**src/rtl/ram_dump_pkg.sv**
```systemverilog
// Shared types and constants for the RAM dump engine and its Intel-HEX record stream.
package ram_dump_pkg;

    typedef enum logic [2:0] {
        ST_IDLE,
        ST_REQ,
        ST_WAIT,
        ST_EMIT,
        ST_NEXT,
        ST_EOF,
        ST_DONE
    } dump_state_t;

    localparam logic [7:0] REC_DATA     = 8'h00;
    localparam logic [7:0] REC_EOF      = 8'h01;
    localparam logic [7:0] REC_DATA_LEN = 8'h04;

    typedef struct packed {
        logic [7:0]  rec_type;
        logic [7:0]  len;
        logic [15:0] addr;
        logic [31:0] data;
        logic [7:0]  cksum;
    } hex_rec_t;

    function automatic hex_rec_t eof_record();
        return '{rec_type: REC_EOF, len: 8'h00, addr: 16'h0000, data: 32'h0, cksum: 8'hFF};
    endfunction

endpackage

```
**src/rtl/ram_dump_engine_if.sv**
```systemverilog
// RAM-side generic bus plus the outgoing record stream of the dump engine.
interface ram_dump_engine_if;
    logic [31:0] bus_addr;
    logic        bus_ren;
    logic        bus_wen;
    logic [31:0] bus_wdata;
    logic [3:0]  bus_byte_en;
    logic [31:0] bus_rdata;
    logic        bus_busy;
    logic        rec_valid;
    logic        rec_ready;
    logic [7:0]  rec_type;
    logic [7:0]  rec_len;
    logic [15:0] rec_addr;
    logic [31:0] rec_data;
    logic [7:0]  rec_cksum;

    modport master (
        output bus_addr, bus_ren, bus_wen, bus_wdata, bus_byte_en,
        input  bus_rdata, bus_busy,
        output rec_valid, rec_type, rec_len, rec_addr, rec_data, rec_cksum,
        input  rec_ready
    );

    modport slave (
        input  bus_addr, bus_ren, bus_wen, bus_wdata, bus_byte_en,
        output bus_rdata, bus_busy,
        input  rec_valid, rec_type, rec_len, rec_addr, rec_data, rec_cksum,
        output rec_ready
    );
endinterface

```
**src/rtl/endian_swapper.sv**
```systemverilog
// Optional byte reversal of a 32-bit word; a straight wire when SWAP is 0.
module endian_swapper #(
    parameter bit SWAP = 1'b0
) (
    input  logic [31:0] din,
    output logic [31:0] dout
);
    assign dout = SWAP ? {din[7:0], din[15:8], din[23:16], din[31:24]} : din;
endmodule

```
**src/rtl/hex_cksum.sv**
```systemverilog
// Intel-HEX checksum: two's complement of the byte sum of len, address, type and data.
module hex_cksum (
    input  logic [7:0]  len,
    input  logic [15:0] addr,
    input  logic [7:0]  rec_type,
    input  logic [31:0] data,
    output logic [7:0]  cksum
);
    logic [7:0] sum;

    always_comb begin
        sum = len + addr[15:8] + addr[7:0] + rec_type
            + data[31:24] + data[23:16] + data[15:8] + data[7:0];
        cksum = ~sum + 8'd1;
    end
endmodule

```
**src/rtl/ram_dump_engine.sv**
```systemverilog
// Walks a RAM window over the generic bus and emits one Intel-HEX record per
// non-zero word, followed by a single EOF record.
//
// state | meaning
// IDLE  | core owns the RAM bus, waiting for start
// REQ   | turnaround / launch read at ptr
// WAIT  | read in flight, held until bus_busy falls
// EMIT  | data record presented, held until rec_ready
// NEXT  | decide between next word and end of window
// EOF   | EOF record presented, held until rec_ready
// DONE  | one-cycle done pulse, bus returns to core
module ram_dump_engine
    import ram_dump_pkg::*;
#(
    parameter logic [31:0] BASE_ADDR  = 32'h0000_0000,
    parameter logic [31:0] END_ADDR   = 32'h0000_2000,
    parameter bit          BIG_ENDIAN = 1'b0
) (
    input  logic              CLK,
    input  logic              RST,
    input  logic              start,
    output logic              busy_dump,
    output logic              done,
    output logic              ram_control,
    ram_dump_engine_if.master bus
);

    if (BASE_ADDR >= END_ADDR || BASE_ADDR[1:0] != 2'b00 || END_ADDR[1:0] != 2'b00) begin : g_bad_window
        $error("ram_dump_engine: window must be word aligned and non-empty");
    end

    dump_state_t state, state_nxt;
    logic [31:0] ptr;
    logic [31:0] word_sw;
    logic [7:0]  cksum_w;
    hex_rec_t    rec_q;
    logic        rec_valid_q;

    endian_swapper #(.SWAP(BIG_ENDIAN)) u_swap (
        .din  (bus.bus_rdata),
        .dout (word_sw)
    );

    hex_cksum u_cksum (
        .len      (REC_DATA_LEN),
        .addr     (ptr[17:2]),
        .rec_type (REC_DATA),
        .data     (word_sw),
        .cksum    (cksum_w)
    );

    always_ff @(posedge CLK or posedge RST) begin
        if (RST) state <= ST_IDLE;
        else     state <= state_nxt;
    end

    always_comb begin
        state_nxt = state;
        case (state)
            ST_IDLE: if (start) state_nxt = ST_REQ;
            ST_REQ:  state_nxt = ST_WAIT;
            ST_WAIT: if (!bus.bus_busy) state_nxt = (word_sw == 32'h0) ? ST_NEXT : ST_EMIT;
            ST_EMIT: if (bus.rec_ready) state_nxt = ST_NEXT;
            ST_NEXT: state_nxt = (ptr == END_ADDR) ? ST_EOF : ST_REQ;
            ST_EOF:  if (bus.rec_ready) state_nxt = ST_DONE;
            ST_DONE: state_nxt = ST_IDLE;
            default: state_nxt = ST_IDLE;
        endcase
    end

    always_comb begin
        ram_control = (state == ST_IDLE);
        busy_dump   = (state != ST_IDLE) && (state != ST_DONE);
        done        = (state == ST_DONE);
    end

    // Bus request and record fields are registered so they hold across busy/ready stalls.
    always_ff @(posedge CLK or posedge RST) begin
        if (RST) begin
            ptr          <= 32'h0;
            bus.bus_addr <= 32'h0;
            bus.bus_ren  <= 1'b0;
            rec_q        <= '0;
            rec_valid_q  <= 1'b0;
        end else begin
            case (state)
                ST_IDLE: if (start) ptr <= BASE_ADDR;
                ST_REQ: begin
                    bus.bus_addr <= ptr;
                    bus.bus_ren  <= 1'b1;
                end
                ST_WAIT: if (!bus.bus_busy) begin
                    bus.bus_ren <= 1'b0;
                    if (word_sw == 32'h0) begin
                        ptr <= ptr + 32'd4;
                    end else begin
                        rec_q <= '{rec_type: REC_DATA, len: REC_DATA_LEN, addr: ptr[17:2],
                                   data: word_sw, cksum: cksum_w};
                        rec_valid_q <= 1'b1;
                    end
                end
                ST_EMIT: if (bus.rec_ready) begin
                    rec_valid_q <= 1'b0;
                    ptr         <= ptr + 32'd4;
                end
                ST_NEXT: if (ptr == END_ADDR) begin
                    rec_q       <= eof_record();
                    rec_valid_q <= 1'b1;
                end
                ST_EOF: if (bus.rec_ready) begin
                    rec_valid_q <= 1'b0;
                    rec_q       <= '0;
                end
                default: ;
            endcase
        end
    end

    assign bus.bus_wen     = 1'b0;
    assign bus.bus_wdata   = 32'h0;
    assign bus.bus_byte_en = 4'hF;
    assign bus.rec_valid   = rec_valid_q;
    assign bus.rec_type    = rec_q.rec_type;
    assign bus.rec_len     = rec_q.len;
    assign bus.rec_addr    = rec_q.addr;
    assign bus.rec_data    = rec_q.data;
    assign bus.rec_cksum   = rec_q.cksum;

endmodule
```
**src/flat_wrapper.sv**
```systemverilog
// flat-port wrapper written by rule: the top's interface ports become plain ports
module ram_dump_engine_flat import ram_dump_pkg::*;
#(
    parameter logic [31:0] BASE_ADDR  = 32'h0000_0000,
    parameter logic [31:0] END_ADDR   = 32'h0000_2000,
    parameter bit          BIG_ENDIAN = 1'b0
)
  (CLK, RST, start, busy_dump, done, ram_control, bus_bus_addr, bus_bus_ren, bus_bus_wen, bus_bus_wdata, bus_bus_byte_en, bus_bus_rdata, bus_bus_busy, bus_rec_valid, bus_rec_type, bus_rec_len, bus_rec_addr, bus_rec_data, bus_rec_cksum, bus_rec_ready);
  ram_dump_engine_if bus_i ();
  input  logic CLK;
  input  logic RST;
  input  logic start;
  output logic busy_dump;
  output logic done;
  output logic ram_control;
  output wire logic [$bits(bus_i.bus_addr)-1:0] bus_bus_addr;
  output wire logic [$bits(bus_i.bus_ren)-1:0] bus_bus_ren;
  output wire logic [$bits(bus_i.bus_wen)-1:0] bus_bus_wen;
  output wire logic [$bits(bus_i.bus_wdata)-1:0] bus_bus_wdata;
  output wire logic [$bits(bus_i.bus_byte_en)-1:0] bus_bus_byte_en;
  input wire logic [$bits(bus_i.bus_rdata)-1:0] bus_bus_rdata;
  input wire logic [$bits(bus_i.bus_busy)-1:0] bus_bus_busy;
  output wire logic [$bits(bus_i.rec_valid)-1:0] bus_rec_valid;
  output wire logic [$bits(bus_i.rec_type)-1:0] bus_rec_type;
  output wire logic [$bits(bus_i.rec_len)-1:0] bus_rec_len;
  output wire logic [$bits(bus_i.rec_addr)-1:0] bus_rec_addr;
  output wire logic [$bits(bus_i.rec_data)-1:0] bus_rec_data;
  output wire logic [$bits(bus_i.rec_cksum)-1:0] bus_rec_cksum;
  input wire logic [$bits(bus_i.rec_ready)-1:0] bus_rec_ready;
  assign bus_bus_addr = bus_i.bus_addr;
  assign bus_bus_ren = bus_i.bus_ren;
  assign bus_bus_wen = bus_i.bus_wen;
  assign bus_bus_wdata = bus_i.bus_wdata;
  assign bus_bus_byte_en = bus_i.bus_byte_en;
  assign bus_i.bus_rdata = bus_bus_rdata;
  assign bus_i.bus_busy = bus_bus_busy;
  assign bus_rec_valid = bus_i.rec_valid;
  assign bus_rec_type = bus_i.rec_type;
  assign bus_rec_len = bus_i.rec_len;
  assign bus_rec_addr = bus_i.rec_addr;
  assign bus_rec_data = bus_i.rec_data;
  assign bus_rec_cksum = bus_i.rec_cksum;
  assign bus_i.rec_ready = bus_rec_ready;
  ram_dump_engine #(.BASE_ADDR(BASE_ADDR), .END_ADDR(END_ADDR), .BIG_ENDIAN(BIG_ENDIAN)) u_core (.CLK(CLK), .RST(RST), .start(start), .busy_dump(busy_dump), .done(done), .ram_control(ram_control), .bus(bus_i));
endmodule
```
**config.mk**
```make
export PLATFORM = sky130hd
export DESIGN_NAME = ram_dump_engine_flat
export DESIGN_NICKNAME = d
export VERILOG_FILES = /design/src/rtl/ram_dump_pkg.sv /design/src/rtl/ram_dump_engine_if.sv /design/src/rtl/endian_swapper.sv /design/src/rtl/hex_cksum.sv /design/src/rtl/ram_dump_engine.sv /design/src/flat_wrapper.sv
export SDC_FILE = /design/constraint.sdc
export NUM_CORES = 1
export LEC_CHECK = 0
export BUFFER_PORTS_ARGS = -buffer_cell sky130_fd_sc_hd__buf_4
export CAP_MARGIN = 0
export CORE_MARGIN = 4
export CORE_UTILIZATION = 55
export CTS_BUF_LIST = sky130_fd_sc_hd__clkbuf_8
export DETAILED_ROUTE_END_ITERATION = 8
export GPL_TIMING_DRIVEN = 1
export HOLD_SLACK_MARGIN = 0.15
export PLACE_DENSITY = 0.88
export SETUP_SLACK_MARGIN = 0.05
export SYNTH_ARGS = -nofsm -noshare
export SYNTH_HDL_FRONTEND = slang
export SYNTH_SLANG_ARGS = --single-unit
```
**constraint.sdc**
```tcl
create_clock -name CLK -period 11.4 [get_ports CLK]
set_clock_uncertainty 0.2 [all_clocks]
set_input_delay 0.57 -clock CLK [delete_from_list [all_inputs] [get_ports CLK]]
set_output_delay 0.57 -clock CLK [all_outputs]
set_load 0.05 [all_outputs]
```
Word level (Yosys, flattened, before mapping)
Index checks and enable logic that the tools add are counted.
W data, S select, Z words.
- register bits: 141
- bits in latches: 0
- bits in writable memories: 0
- bits in read-only memories: 0
- bits of input ports: 37
- logic and storage cells: 73
- memories kept: 0
- $add $sub $neg: 8
- $mul: 0
- div/mod/pow operators: 0
- order comparisons: 0
- equality and inequality tests: 16
- shift-type cells: 0
- mux-type cells: 24
- bitwise logic cells: 1
- reductions and logical operators: 14
- operator list (kind ; number):
    $mux W72 ; 4
    $pmux W72 S3 ; 1
    $mux W32 ; 4
    $pmux W32 S3 ; 1
    $add A8 B8 Y8 ; 5
    $add A32 B3 Y32 const B ; 1
    $eq A32 B14 Y1 const B ; 1
    $logic_not A32 Y1 ; 1
    $mux W3 ; 6
    $pmux W3 S6 ; 1
    $reduce_and A5 Y1 ; 3
    $reduce_bool A3 Y1 ; 4
    $ne A2 B2 Y1 const B ; 5
    $eq A3 B3 Y1 const B ; 3
    $add A3 B8 Y8 const A ; 1
    $add A8 B1 Y8 const B ; 1
    $not A8 Y8 ; 1
    $eq A3 B2 Y1 const B ; 2
    $ne A2 B1 Y1 const B ; 3
    $mux W1 ; 5
    $reduce_and A4 Y1 ; 1
    $eq A3 B1 Y1 const B ; 1
    $logic_not A3 Y1 ; 1
    $ne A3 B3 Y1 const B ; 1
    other kinds (6) ; 6

Depth between registers and ports, before layout
- depth in word-level cells: 11
- gate-level depth with buffers: 16
- mapped depth without buffers: 15

Cells and area by module
From an unflattened synthesis, not the netlist that was laid out.
- cell total of the unflattened synthesis: 841
- area total of the unflattened synthesis: 8177.8 um^2
- by module, submodules not included (module ; instances ; cells each ; area each (um^2)):
    ram_dump_engine ; 1 ; 644 ; 6458.7
    hex_cksum ; 1 ; 165 ; 1478.9
    endian_swapper ; 1 ; 32 ; 240.2

Worst setup path after synthesis
Ideal clock, no wire load.
- path type: input to register
- from: input bus_bus_rdata[3]
- to: register u_core.rec_q, in the netlist u_core.bus.rec_cksum[7]
- library setup time: 0.136 ns
- arrival: 4.232 ns
- data required time: 11.064 ns
- path slack: 6.832 ns
- stages: 15
- buffers on the path: 0
- cells stage by stage: inv_1 fa_1 inv_1 fa_1 inv_1 fa_1 inv_1 ha_1 or2_2 o21ai_0 mux2_2 nor4_2 xnor3_1 nand2_1 a31oi_1
- longest elaborated chain between the ends: 6
- ends and longest elaborated chain (element ; line ; RTL):
    from (decl) ; flat_wrapper.sv:21 ; input wire logic [$bits(bus_i.bus_rdata)-1:0] bus_bus_rdata;
    $add A8 B8 Y8 ; hex_cksum.sv:13 ; + data[31:24] + data[23:16] + data[15:8] + data[7:0];
    $not A8 Y8 ; hex_cksum.sv:14 ; cksum = ~sum + 8'd1;
    $add A8 B1 Y8 ; hex_cksum.sv:14 ;
    $mux W72 ; ram_dump_engine.sv:94 ; if (word_sw == 32'h0) begin
    $mux W72 ; ram_dump_engine.sv:92 ; ST_WAIT: if (!bus.bus_busy) begin
    $pmux W72 S3 ; ram_dump_engine.sv:86 ; case (state)
    to (signal assigned) ; ram_dump_engine.sv:97 ; rec_q <= '{rec_type: REC_DATA, len: REC_DATA_LEN, addr: ptr[17:2],
    to (signal assigned) ; ram_dump_engine.sv:107 ; rec_q <= eof_record();
    to (decl) ; ram_dump_engine.sv:36 ; hex_rec_t rec_q;
Several ways; a longest one is shown, not always the timed one. The select of a mux whose other input is x is not followed.
A chain may end at the register's enable or synchronous reset.

Worst setup path in the final report
- from: register u_core.ptr[5]
- to: register u_core.rec_q, in the netlist u_core.bus.rec_cksum[7]
- longest elaborated chain between the ends: 10
- ends and longest elaborated chain (element ; line ; RTL):
    from (decl) ; ram_dump_engine.sv:33 ; logic [31:0] ptr;
    from (signal assigned) ; ram_dump_engine.sv:95 ; ptr <= ptr + 32'd4;
    from (signal assigned) ; ram_dump_engine.sv:104 ; ptr <= ptr + 32'd4;
    $add A8 B8 Y8 ; hex_cksum.sv:12 ; sum = len + addr[15:8] + addr[7:0] + rec_type
    $add A8 B8 Y8 (4 in series) ; hex_cksum.sv:13 ;
    $not A8 Y8 ; hex_cksum.sv:14 ;
    $add A8 B1 Y8 ; hex_cksum.sv:14 ;
    $mux W72 ; ram_dump_engine.sv:94 ;
    $mux W72 ; ram_dump_engine.sv:92 ;
    $pmux W72 S3 ; ram_dump_engine.sv:86 ;
Several ways; a longest one is shown, not always the timed one. The select of a mux whose other input is x is not followed.

==> impl_metrics.json <==
{
  "synth_adder_area_share_pct": 9.80,
  "placed_cell_area_mm2": 0.00827,
  "fin_ws_ns": 6.57,
  "critical_path.startpoint_type": "register",
  "die_h_um": 124,
  "clockRootBuffer": "clkbuf_8",
  "synth_warnings": 0,
  "rsz0062_at_grt": "no",
  "clock_path_buffers": 2,
  "maxSlewHeadroom_pct": 21.1,
  "end_kind": "register",
  "crit_slowest_cell": "fa_1",
  "wl_per_cell_um": 17.6,
  "yosysSeqAreaShare_pct": 41.4,
  "dp_hpwl_mm": 12.9,
  "yosys_register_bits": 123,
  "ir_drop_uv": 116,
  "yosysTopAreaCell": "dfrtp_1",
  "critPathTopFamily": "adder cells",
  "syn_inst": 718,
  "yosys.area_share.simple_pct": 13.9,
  "wl_met3_mm": 1.58,
  "rows": 42,
  "crit_type": "register to register",
  "synthTopCellsByArea": "dfrtp_1, fa_1, buf_4, mux2_2, o31ai_2",
  "first_pass_iters": 6,
  "hold_violations": 0,
  "vias": 5601,
  "max-cap-violations": 0,
  "grtUsageTotal_pct": 23.2,
  "avgSynthCellArea_um2": 10.3,
  "arrival_ns": 4.92,
  "synthMuxAreaShare_pct": 5.14,
  "synth_cell_types": 67,
  "cts_tree": "yes",
  "final.setup.tns_ns": 0,
  "drv_slew": 0,
  "antenna_found_initial": 0,
  "totalWireLength_mm": 18.0,
  "num-nets-final": 914,
  "met2_length_mm": 8.85,
  "fin_util_pct": 65.8,
  "synthXorXnorAreaFrac_pct": 3.01,
  "drt_iter0_markers": 451,
  "multi_input_area_mm2": 0.00368,
  "async_reset_ff_share_pct": 100,
  "seqCellArea_mm2": 0.00308,
  "total_power_uw": 2350,
  "cpMostUsedCell": "inv_1",
  "synth_area_mm2": 0.00743,
  "cts_sinks": 123,
  "gp_congestion": 0.921,
  "final.fill_count": 1041,
  "coreArea_mm2": 0.0132,
  "crit_chain": "inv_1, fa_1, inv_1, fa_1, inv_1, fa_1, inv_1, ha_1, or2_2, o21ai_0, mux2_2, nor4_2, xnor3_1, nand2_1, a31oi_1",
  "port_buffers": 129,
  "p_leak_uw": 0.00423,
  "start_util_pct": 56.1,
  "stdcell_area_mm2": 0.00871,
  "htree_levels": 4,
  "worstMarginPinSlew_ns": 1.18,
  "crit_buf_inv": 4,
  "overflow": 0,
  "power_density_mw_per_mm2": 270,
  "ant_nets": 0,
  "outcome": "finished, final reports clean",
  "met1_length_mm": 7.11,
  "setup_viol": 0,
  "hold_path_class": "input port to register",
  "required_ns": 11.48,
  "yosys.area.top_type_share_pct": 41.4,
  "slowest_delay_ns": 0.54,
  "grt_pass1_wl_mm": 29.0,
  "n_antenna_cell": 0,
  "io_pins": 183,
  "dieArea_mm2": 0.0154,
  "fp.dieW_um": 124,
  "synth-edff-count": 0,
  "drc": 0,
  "area_growth_pct": 17.2,
  "synth_flop_cell": "dfrtp_1",
  "fmax_mhz": 207,
  "grt_max_degree": 79,
  "final.period_utilization_pct": 42.4,
  "top_layer": "met4",
  "postCtsSetupRepairBufs": 0,
  "synth_top_family_by_area": "compound AO/OA/AOI/OAI gates",
  "drive_above_1_share_pct": 29.6,
  "crit_fanout": 8,
  "clk_pin_slew_worst_paths_ns": 0.08,
  "first_global_vias": 5559,
  "layout_min_cycle_time_ns": 4.83,
  "synth-compound-area-share_pct": 14.9,
  "place_ws_ns": 6.48,
  "viasPerCell": 5.48,
  "numCtsBuffers": 17,
  "clkLatencyLatePin_ns": 0.46
}
cells in the final DEF, fill, tap and decap left out, types with 13 or more instances in the layout:
master and count:
and2_0 18, clkbuf_8 17, nor4_1 16, dfrtp_1 123
nand2_1 52, inv_1 79, nand3_1 13, mux2_2 33
fa_1 27, a21oi_1 16, o31ai_2 26, a31o_2 14
xnor2_1 20, buf_4 132, ha_1 14, nor2_1 26
conb_1 53, o21ai_0 34
registers in the layout, indices dropped and copies added, names as in the netlist:
register and flops:
u_core.bus.rec_data 32, u_core.bus.bus_addr 30, u_core.ptr 30, u_core.bus.rec_addr 16, u_core.bus.rec_cksum 8, u_core.state 3
u_core.bus.bus_ren 1, u_core.bus.rec_len 1, u_core.bus.rec_type 1, u_core.bus.rec_valid 1
layer usage:
layer  track usage (%)  vias to the layer above
li1                  -                     2590
met1              29.7                     2713
met2              37.9                      261
met3              6.36                       37
met4              8.64                        0
met5                 0                        -
Yosys cell counts (12+ instances only):
| library cell | n |
|---|---|
| a21oi_1 | 16 |
| a31o_2 | 14 |
| and2_0 | 18 |
| buf_2 | 13 |
| buf_4 | 56 |
| clkbuf_1 | 13 |
| dfrtp_1 | 123 |
| fa_1 | 27 |
| ha_1 | 15 |
| inv_1 | 79 |
| mux2_2 | 33 |
| nand2_1 | 52 |
| nand3_1 | 13 |
| nor2_1 | 26 |
| nor4_1 | 16 |
| o21ai_0 | 34 |
| o31ai_2 | 26 |
| or3_1 | 12 |
| xnor2_1 | 20 |
final cells by class:
class                   count  area share [%]
repair buffers            133            11.5
clock buffers              17            2.69
multi-input cells         481            42.3
clock inverters            14            2.24
inverters                  79            3.43
well taps                 176            2.53
flip-flops and latches    123            35.3
final timing paths:
| check | startpoint | endpoint | slack (ns) | cells past startpoint |
|---|---|---|---|---|
| max | u_core.ptr[5]$_DFFE_PP0P_ | u_core.bus.rec_cksum[7]$_DFFE_PP0P_ | 6.57 | 15 |
| min | bus_bus_rdata[31] | u_core.bus.rec_data[31]$_DFFE_PP0P_ | 0.17 | 2 |
| max reg2reg | u_core.ptr[5]$_DFFE_PP0P_ | u_core.bus.rec_cksum[7]$_DFFE_PP0P_ | 6.57 | 15 |
| min reg2reg | u_core.bus.rec_len[2]$_DFFE_PP0P_ | u_core.bus.rec_len[2]$_DFFE_PP0P_ | 0.28 | 2 |
| max in group asynchronous | RST | u_core.bus.bus_addr[11]$_DFFE_PP0P_ | 9.08 | 4 |
| min in group asynchronous | RST | u_core.bus.rec_cksum[7]$_DFFE_PP0P_ | 0.54 | 3 |
cell families (layout without fill, tap and decap cells):
logic type | Yosys count | after routing
other cells | 2 | 53
mux | 34 | 34
compound gates | 141 | 141
xor+xnor | 24 | 24
flops | 123 | 123
simple gates | 187 | 187
buf+inv | 165 | 243
fa+ha+maj | 42 | 42
timing repair:
item | 4_1_cts | 5_1_grt
gates resized for setup | 0 | 0
hold buffers | 1 | 0
endpoints found under the hold margin | 45 | 0
per-stage QoR:
step	std cells	hold WS [ns]
2_1_floorplan	769	0.279
3_3_place_gp	991	0.262
3_5_place_dp	991	0.272
4_1_cts	1023	0.160
5_1_grt	1023	0.163
6_report	1023	0.175
report_power, final:
part	internal (uW)	total, uW	switching, uW
logic	446	1310	868
registers	531	609	78.0
clock network	238	425	187
total	1220	2350	1130
No activity file was read; power rests on OpenSTA's default activity.
